$ cat config.mk
export PLATFORM = sky130hd
export DESIGN_NAME = zeroriscy_data_arbiter
export DESIGN_NICKNAME = d
export VERILOG_FILES = /design/src/rtl/zeroriscy_data_arbiter_pkg.sv /design/src/rtl/zeroriscy_arb_id_fifo.sv /design/src/rtl/zeroriscy_data_arbiter.sv
export SDC_FILE = /design/constraint.sdc
export NUM_CORES = 1
export LEC_CHECK = 0
export ABC_AREA = 1
export CAP_MARGIN = 10
export CORE_AREA = 2 2 111 113
export CTS_BUF_LIST = sky130_fd_sc_hd__clkbuf_4 sky130_fd_sc_hd__clkbuf_8
export DETAILED_ROUTE_END_ITERATION = 7
export DIE_AREA = 0 0 113 115
export GPL_TIMING_DRIVEN = 0
export SLEW_MARGIN = 5
export SYNTH_ARGS = -nofsm -noshare
export SYNTH_HDL_FRONTEND = slang
export SYNTH_SLANG_ARGS = --single-unit
export TNS_END_PERCENT = 5
$ cat constraint.sdc
create_clock -name clk -period 1.9 [get_ports clk]
set_input_delay 0.19 -clock clk [delete_from_list [all_inputs] [get_ports clk]]
set_output_delay 0.19 -clock clk [all_outputs]
set_load 0.05 [all_outputs]
$ cat src/rtl/zeroriscy_data_arbiter_pkg.sv
// Shared types for the zero-riscy data-port arbiter: FSM states and master IDs.
package zeroriscy_defines;

  typedef enum logic {
    ARB_IDLE   = 1'b0,
    ARB_LOCKED = 1'b1
  } arb_state_e;

  localparam logic ARB_M_CORE = 1'b0;
  localparam logic ARB_M_DBG  = 1'b1;

  // Round-robin tie break: favour whichever master did not win last.
  function automatic logic arb_rr_pick(input logic last_winner);
    return ~last_winner;
  endfunction

endpackage

$ cat src/rtl/zeroriscy_arb_id_fifo.sv
// Response-routing FIFO: remembers which master issued each accepted request.
// Head is read combinationally so rvalid can be steered in the same cycle.
module zeroriscy_arb_id_fifo #(
  parameter int DEPTH = 2
) (
  input  logic clk,
  input  logic rst_n,
  input  logic push,
  input  logic pop,
  input  logic din,
  output logic full,
  output logic empty,
  output logic head
);

  localparam int PTR_W = (DEPTH > 1) ? $clog2(DEPTH) : 1;
  localparam int CNT_W = $clog2(DEPTH) + 1;

  logic             id_mem [DEPTH];
  logic [PTR_W-1:0] wr_ptr_reg, rd_ptr_reg;
  logic [CNT_W-1:0] count_reg;
  logic             do_push, do_pop;

  function automatic logic [PTR_W-1:0] ptr_inc(input logic [PTR_W-1:0] ptr);
    return (ptr == PTR_W'(DEPTH - 1)) ? '0 : ptr + PTR_W'(1);
  endfunction

  assign full    = (count_reg == CNT_W'(DEPTH));
  assign empty   = (count_reg == '0);
  assign head    = id_mem[rd_ptr_reg];
  assign do_push = push & ~full;
  assign do_pop  = pop & ~empty;

  always_ff @(posedge clk) begin
    if (do_push) id_mem[wr_ptr_reg] <= din;
  end

  always_ff @(posedge clk or negedge rst_n) begin
    if (!rst_n) begin
      wr_ptr_reg <= '0;
      rd_ptr_reg <= '0;
      count_reg  <= '0;
    end else begin
      if (do_push) wr_ptr_reg <= ptr_inc(wr_ptr_reg);
      if (do_pop)  rd_ptr_reg <= ptr_inc(rd_ptr_reg);
      case ({do_push, do_pop})
        2'b10:   count_reg <= count_reg + CNT_W'(1);
        2'b01:   count_reg <= count_reg - CNT_W'(1);
        default: count_reg <= count_reg;
      endcase
    end
  end

endmodule

$ cat src/rtl/zeroriscy_data_arbiter.sv
// Two-master arbiter for the zero-riscy data port (LSU = m0, debug/DMA = m1).
// Define ZERORISCY_ARB_FIXED_PRIO_EN to make m0 win every tie instead of round-robin.
module zeroriscy_data_arbiter
  import zeroriscy_defines::*;
#(
  parameter int ADDR_WIDTH      = 32,
  parameter int DATA_WIDTH      = 32,
  parameter int MAX_OUTSTANDING = 2
) (
  input  logic                    clk,
  input  logic                    rst_n,
  input  logic                    m0_req_i,
  input  logic                    m1_req_i,
  input  logic                    m0_we_i,
  input  logic                    m1_we_i,
  input  logic [DATA_WIDTH/8-1:0] m0_be_i,
  input  logic [DATA_WIDTH/8-1:0] m1_be_i,
  input  logic [ADDR_WIDTH-1:0]   m0_addr_i,
  input  logic [ADDR_WIDTH-1:0]   m1_addr_i,
  input  logic [DATA_WIDTH-1:0]   m0_wdata_i,
  input  logic [DATA_WIDTH-1:0]   m1_wdata_i,
  output logic                    m0_gnt_o,
  output logic                    m1_gnt_o,
  output logic                    m0_rvalid_o,
  output logic                    m1_rvalid_o,
  output logic [DATA_WIDTH-1:0]   m_rdata_o,
  output logic                    m_err_o,
  output logic                    mem_req_o,
  output logic                    mem_we_o,
  output logic [DATA_WIDTH/8-1:0] mem_be_o,
  output logic [ADDR_WIDTH-1:0]   mem_addr_o,
  output logic [DATA_WIDTH-1:0]   mem_wdata_o,
  input  logic                    mem_gnt_i,
  input  logic                    mem_rvalid_i,
  input  logic [DATA_WIDTH-1:0]   mem_rdata_i,
  input  logic                    mem_err_i,
  output logic                    arb_orphan_o
);

  arb_state_e state_reg, state_next;
  logic       owner_reg, owner_next;
  logic       tie_winner;
  logic       sel, sel_req, handshake;
  logic       fifo_full, fifo_empty, fifo_head, fifo_pop;
  logic       orphan_reg;

`ifdef ZERORISCY_ARB_FIXED_PRIO_EN
  assign tie_winner = ARB_M_CORE;
`else
  logic last_reg;

  // Reset value 1 makes the first tie go to the core.
  always_ff @(posedge clk or negedge rst_n) begin
    if (!rst_n)         last_reg <= ARB_M_DBG;
    else if (handshake) last_reg <= sel;
  end

  assign tie_winner = arb_rr_pick(last_reg);
`endif

  always_ff @(posedge clk or negedge rst_n) begin
    if (!rst_n) begin
      state_reg  <= ARB_IDLE;
      owner_reg  <= ARB_M_CORE;
      orphan_reg <= 1'b0;
    end else begin
      state_reg  <= state_next;
      owner_reg  <= owner_next;
      if (mem_rvalid_i && fifo_empty) orphan_reg <= 1'b1;
    end
  end

  always_comb begin
    state_next = state_reg;
    owner_next = owner_reg;
    case (state_reg)
      ARB_IDLE: begin
        if (mem_req_o && !mem_gnt_i) begin
          state_next = ARB_LOCKED;
          owner_next = sel;
        end
      end
      ARB_LOCKED: begin
        // A dropped request while locked is a master bug; release rather than hang.
        if (!sel_req || handshake) state_next = ARB_IDLE;
      end
      default: state_next = ARB_IDLE;
    endcase
  end

  always_comb begin
    sel     = owner_reg;
    sel_req = 1'b0;
    if (state_reg == ARB_IDLE) begin
      if (m0_req_i && m1_req_i) sel = tie_winner;
      else if (m1_req_i)        sel = ARB_M_DBG;
      else                      sel = ARB_M_CORE;
      sel_req = m0_req_i | m1_req_i;
    end else begin
      sel_req = (owner_reg == ARB_M_DBG) ? m1_req_i : m0_req_i;
    end

    // Full gates forwarding regardless of a same-cycle pop, so rvalid never reaches req.
    mem_req_o   = sel_req & ~fifo_full;
    mem_we_o    = (sel == ARB_M_DBG) ? m1_we_i    : m0_we_i;
    mem_be_o    = (sel == ARB_M_DBG) ? m1_be_i    : m0_be_i;
    mem_addr_o  = (sel == ARB_M_DBG) ? m1_addr_i  : m0_addr_i;
    mem_wdata_o = (sel == ARB_M_DBG) ? m1_wdata_i : m0_wdata_i;

    handshake = mem_req_o & mem_gnt_i;
    m0_gnt_o  = handshake & (sel == ARB_M_CORE);
    m1_gnt_o  = handshake & (sel == ARB_M_DBG);

    fifo_pop    = mem_rvalid_i & ~fifo_empty;
    m0_rvalid_o = fifo_pop & (fifo_head == ARB_M_CORE);
    m1_rvalid_o = fifo_pop & (fifo_head == ARB_M_DBG);
  end

  assign m_rdata_o    = mem_rdata_i;
  assign m_err_o      = mem_err_i;
  assign arb_orphan_o = orphan_reg;

  zeroriscy_arb_id_fifo #(
    .DEPTH (MAX_OUTSTANDING)
  ) u_id_fifo (
    .clk   (clk),
    .rst_n (rst_n),
    .push  (handshake),
    .pop   (fifo_pop),
    .din   (sel),
    .full  (fifo_full),
    .empty (fifo_empty),
    .head  (fifo_head)
  );

`ifndef SYNTHESIS
  owner_holds_req: assert property (@(posedge clk) disable iff (!rst_n)
    (state_reg == ARB_LOCKED) |-> sel_req);
`endif

endmodule

==> impl_metrics.csv <==
group,metric,value,unit
synthesis,yosysSeqAreaShare,15.7,%
clock_network,clkSinkCount,10,
sta,layout_min_cycle_time,1.84,ns
sta,fmaxAchievable,543,MHz
critical_path,worst_r2r_endpoint,"u_id_fifo.count_reg[1]",
routing,detail_route.first_pass.iterations,6,
power_and_ir_drop,vdd_ir_drop_max,0.643,mV
synthesis,synthesis.instances,313,
synthesis,synth-edff-count,2,
cells_and_area,final_nets,747,
routing,met3_length,985,µm
synthesis,synth.lib_cells_used.distinct,26,
critical_path,crit_chain,"clkdlybuf4s50_1 -> nand3_2 -> nand2_8 -> buf_2 -> nand2_1 -> nand2_1 -> buf_4",
cells_and_area,final_layout_size_suffix_gt1_share,23.4,%
flow_run,max_cap_viol_count,0,
floorplan,placement_rows,40,
sta,final_min_period_over_clock_period,96.9,%
critical_path,worst-path-buf-inv,3,
synthesis,ys_warn_count,0,
min_path,worst_min_delay_path_category,"input pin to asynchronous set/reset pin",
sta,postLayoutSetupSlackWorst,0.0592,ns
clock_network,tritoncts.num_buffers,3,
synthesis,syn-cell-area,1670,µm²
routing,drt-initial-drc-count,92,
placed_design,buffer_ports.inserted,251,
sta,rsz0062_at_grt,"true",
critical_path,maximum_cell_stage_delay_along_the_critical_path,0.53,ns
critical_path,r2r_cells,8,
outcome,status,"finished, violations left",
power_and_ir_drop,p_leak,2.23,nW
clock_network,tritoncts_clock_tree,"yes",
sta,setup_tns,0,ns
critical_path,cp-start-kind,"input pin",
global_routing,track_usage,11.8,%
routing,wire_per_inst,12.5,µm
sta,hold-worst-slack,0.236,ns
floorplan,core_region_area,11800,µm²
clock_network,clk_path_buf_depth,2,
power_and_ir_drop,power_density,1450,nW/µm²
routing,topRoutingLayerUsed,"met4",
routing,dr_total_vias,2757,
outcome,failing_checks,"design-rule violations",
cells_and_area,final.fill_count,1263,
clock_network,root_buffer,"sky130_fd_sc_hd__clkbuf_8",
global_routing,grt_pass1_wl,12400,µm
clock_network,clock_pin_slew_reported_for_the_worst_setup_and_hold_paths_after_clock_tree_synthesis,0.04,ns
floorplan,floorplan.initialDensity,14.1,%
critical_path,critical_path.slowest_cell,"sky130_fd_sc_hd__clkdlybuf4s50_1",
clock_network,ctsHtreeMaxLevel,1,
synthesis,avgSynthCellArea,5.33,µm²
critical_path,crit_path_max_fanout,10,
sta,finalHoldViolCount,0,
cells_and_area,layout.area.seq,262,µm²
global_routing,initial_antenna_violation_count,0,
cells_and_area,multi_input_logic_area,1020,µm²
cells_and_area,finalCoreUtilization,37.1,%
critical_path,critical-path-top-delay-family,"buffers and inverters",
placed_design,gp_congestion,0.790,
placed_design,pre_cts_ws,-0.769,ns
routing,wl_met1,3260,µm
critical_path,critPathCaptureType,"output port",
routing,detailed_route_wl,8950,µm
critical_path,worst-r2r-setup-slack,0.17,ns
synthesis,synthesis.nets,491,
synthesis,ys_dominant_reg_cell,"sky130_fd_sc_hd__dfrtp_1",
cells_and_area,syn2layout_area_growth,163,%
floorplan,design.die.area,13000,µm²
synthesis,synth_top_cells_by_area,"sky130_fd_sc_hd__nand2_1 50%, sky130_fd_sc_hd__buf_4 15%, sky130_fd_sc_hd__dfrtp_1 10%",
synthesis,post-synth-top-area-fraction,49.7,%
synthesis,post-synth-top-area-cell,"sky130_fd_sc_hd__nand2_1",
placed_design,hpwlAfterDp,7700,µm
synthesis,synth.most_common_cell,"sky130_fd_sc_hd__nand2_1",
placed_design,place.detailed.instances,711,
critical_path,timing.setup.critical_path_class,"input pin to output port",
sta,slew_headroom,65.4,%
routing,vias_per_cell,3.86,
floorplan,overall_die_width,113,µm
global_routing,grt_pass1_vias,2554,
cells_and_area,final-instance-count-excl-fill,715,
critical_path,crit_required,1.71,ns
sta,fin_worst_skew,0.00111,ns
synthesis,yosys-top-cells-count,"221 x sky130_fd_sc_hd__nand2_1, 33 x sky130_fd_sc_hd__buf_4",
floorplan,io_pins,285,
sta,worst_pin_slew,0.518,ns
routing,drcViolationCount,20,
routing,routed-wl-met2,4690,µm
clock_network,worst_skew_pair.late_latency,0.23,ns
floorplan,dieHeight,115,µm
clock_network,cts.hold.buffers_added,0,
sta,drv_slew,0,
routing,final_antenna_net_count,0,
global_routing,overflow,0,
critical_path,crit_top_cell,"sky130_fd_sc_hd__nand2_1",
synthesis,synth-seq-cells,10,
critical_path,r2r-start,"owner_reg",
cells_and_area,number_of_antenna_repair_diodes,0,
sta,report.final.setup_viol,0,
critical_path,worst_path_arrival,1.65,ns
global_routing,largest_net_degree_at_the_start_of_global_routing,12,
synthesis,asyncSetResetFlopFracSynth,80.0,%
[metrics by stage]
step	total power, mW	cell area (µm²)
global placement	6.15	4370
finish	6.37	4380
floorplan	4.14	1670
CTS	6.10	4190
global route	6.76	4380
detailed placement	6.19	4370
[worst max path at each step]
stage                   from               to  slack (ns)  cells after the start
floorplan           last_reg         m0_gnt_o        0.16                      5
global placement    m0_req_i  mem_wdata_o[30]       -0.76                      9
detailed placement  m0_req_i  mem_wdata_o[30]       -0.77                      9
CTS                 last_reg         m0_gnt_o       -0.07                      6
global route        m1_req_i   mem_wdata_o[1]       -0.03                      7
finish              m1_req_i   mem_wdata_o[5]        0.06                      7
[cell usage in the layout (no fill, tap or decap), types with 2 or more instances in the layout]
cell / Yosys / routed
sky130_fd_sc_hd__clkdlybuf4s50_1: 0 / 177
sky130_fd_sc_hd__buf_6: 7 / 33
sky130_fd_sc_hd__dlygate4sd2_1: 0 / 2
sky130_fd_sc_hd__dfrtp_1: 7 / 7
sky130_fd_sc_hd__nand4_1: 3 / 3
sky130_fd_sc_hd__edfxtp_1: 2 / 2
sky130_fd_sc_hd__xnor2_1: 2 / 2
sky130_fd_sc_hd__o21ai_1: 1 / 2
sky130_fd_sc_hd__inv_1: 7 / 7
sky130_fd_sc_hd__nor2_1: 4 / 4
sky130_fd_sc_hd__clkbuf_8: 0 / 3
sky130_fd_sc_hd__nand2_2: 1 / 2
sky130_fd_sc_hd__buf_4: 33 / 65
sky130_fd_sc_hd__clkbuf_4: 0 / 17
sky130_fd_sc_hd__inv_2: 2 / 2
sky130_fd_sc_hd__nand2_1: 221 / 220
[power by group]
| group | leakage, nW | internal (mW) | switching (mW) |
|---|---|---|---|
| logic | 2.09 | 1.90 | 3.86 |
| registers | 0.110 | 0.321 | 0.0680 |
| clock network | 0.0231 | 0.141 | 0.0774 |
[final cells by class]
class,count,share of cell area [%]
Timing Repair Buffer,251,55.7
Clock inverter,1,0.0856
Multi-Input combinational cell,246,23.4
Inverter,10,1.14
Sequential cell,10,5.97
Tap cell,147,4.20
Clock buffer,3,0.942
Buffer,47,8.59
[cells by family (layout without fill, tap and decap cells)]
family	Yosys count	after routing	synth area share [%]
compound gates	7	7	2.62
xor+xnor	3	3	1.57
fa+ha+maj	1	1	0.750
buf+inv	57	312	24.1
flops	10	10	15.7
mux	1	1	0.600
simple gates	234	234	54.7
[routing by layer]
layer,vias up,global-route usage [%]
li1,1418,-
met1,1162,13.5
met2,174,23.1
met3,3,2.69
met4,0,1.22
met5,-,0
[repair_timing]
action	4_1_cts	5_1_grt
buffers inserted	0	0
resized for setup	401	89
endpoints found under the setup margin	74	72
pin swaps	0	1
No activity file was read; power rests on OpenSTA's default activity.
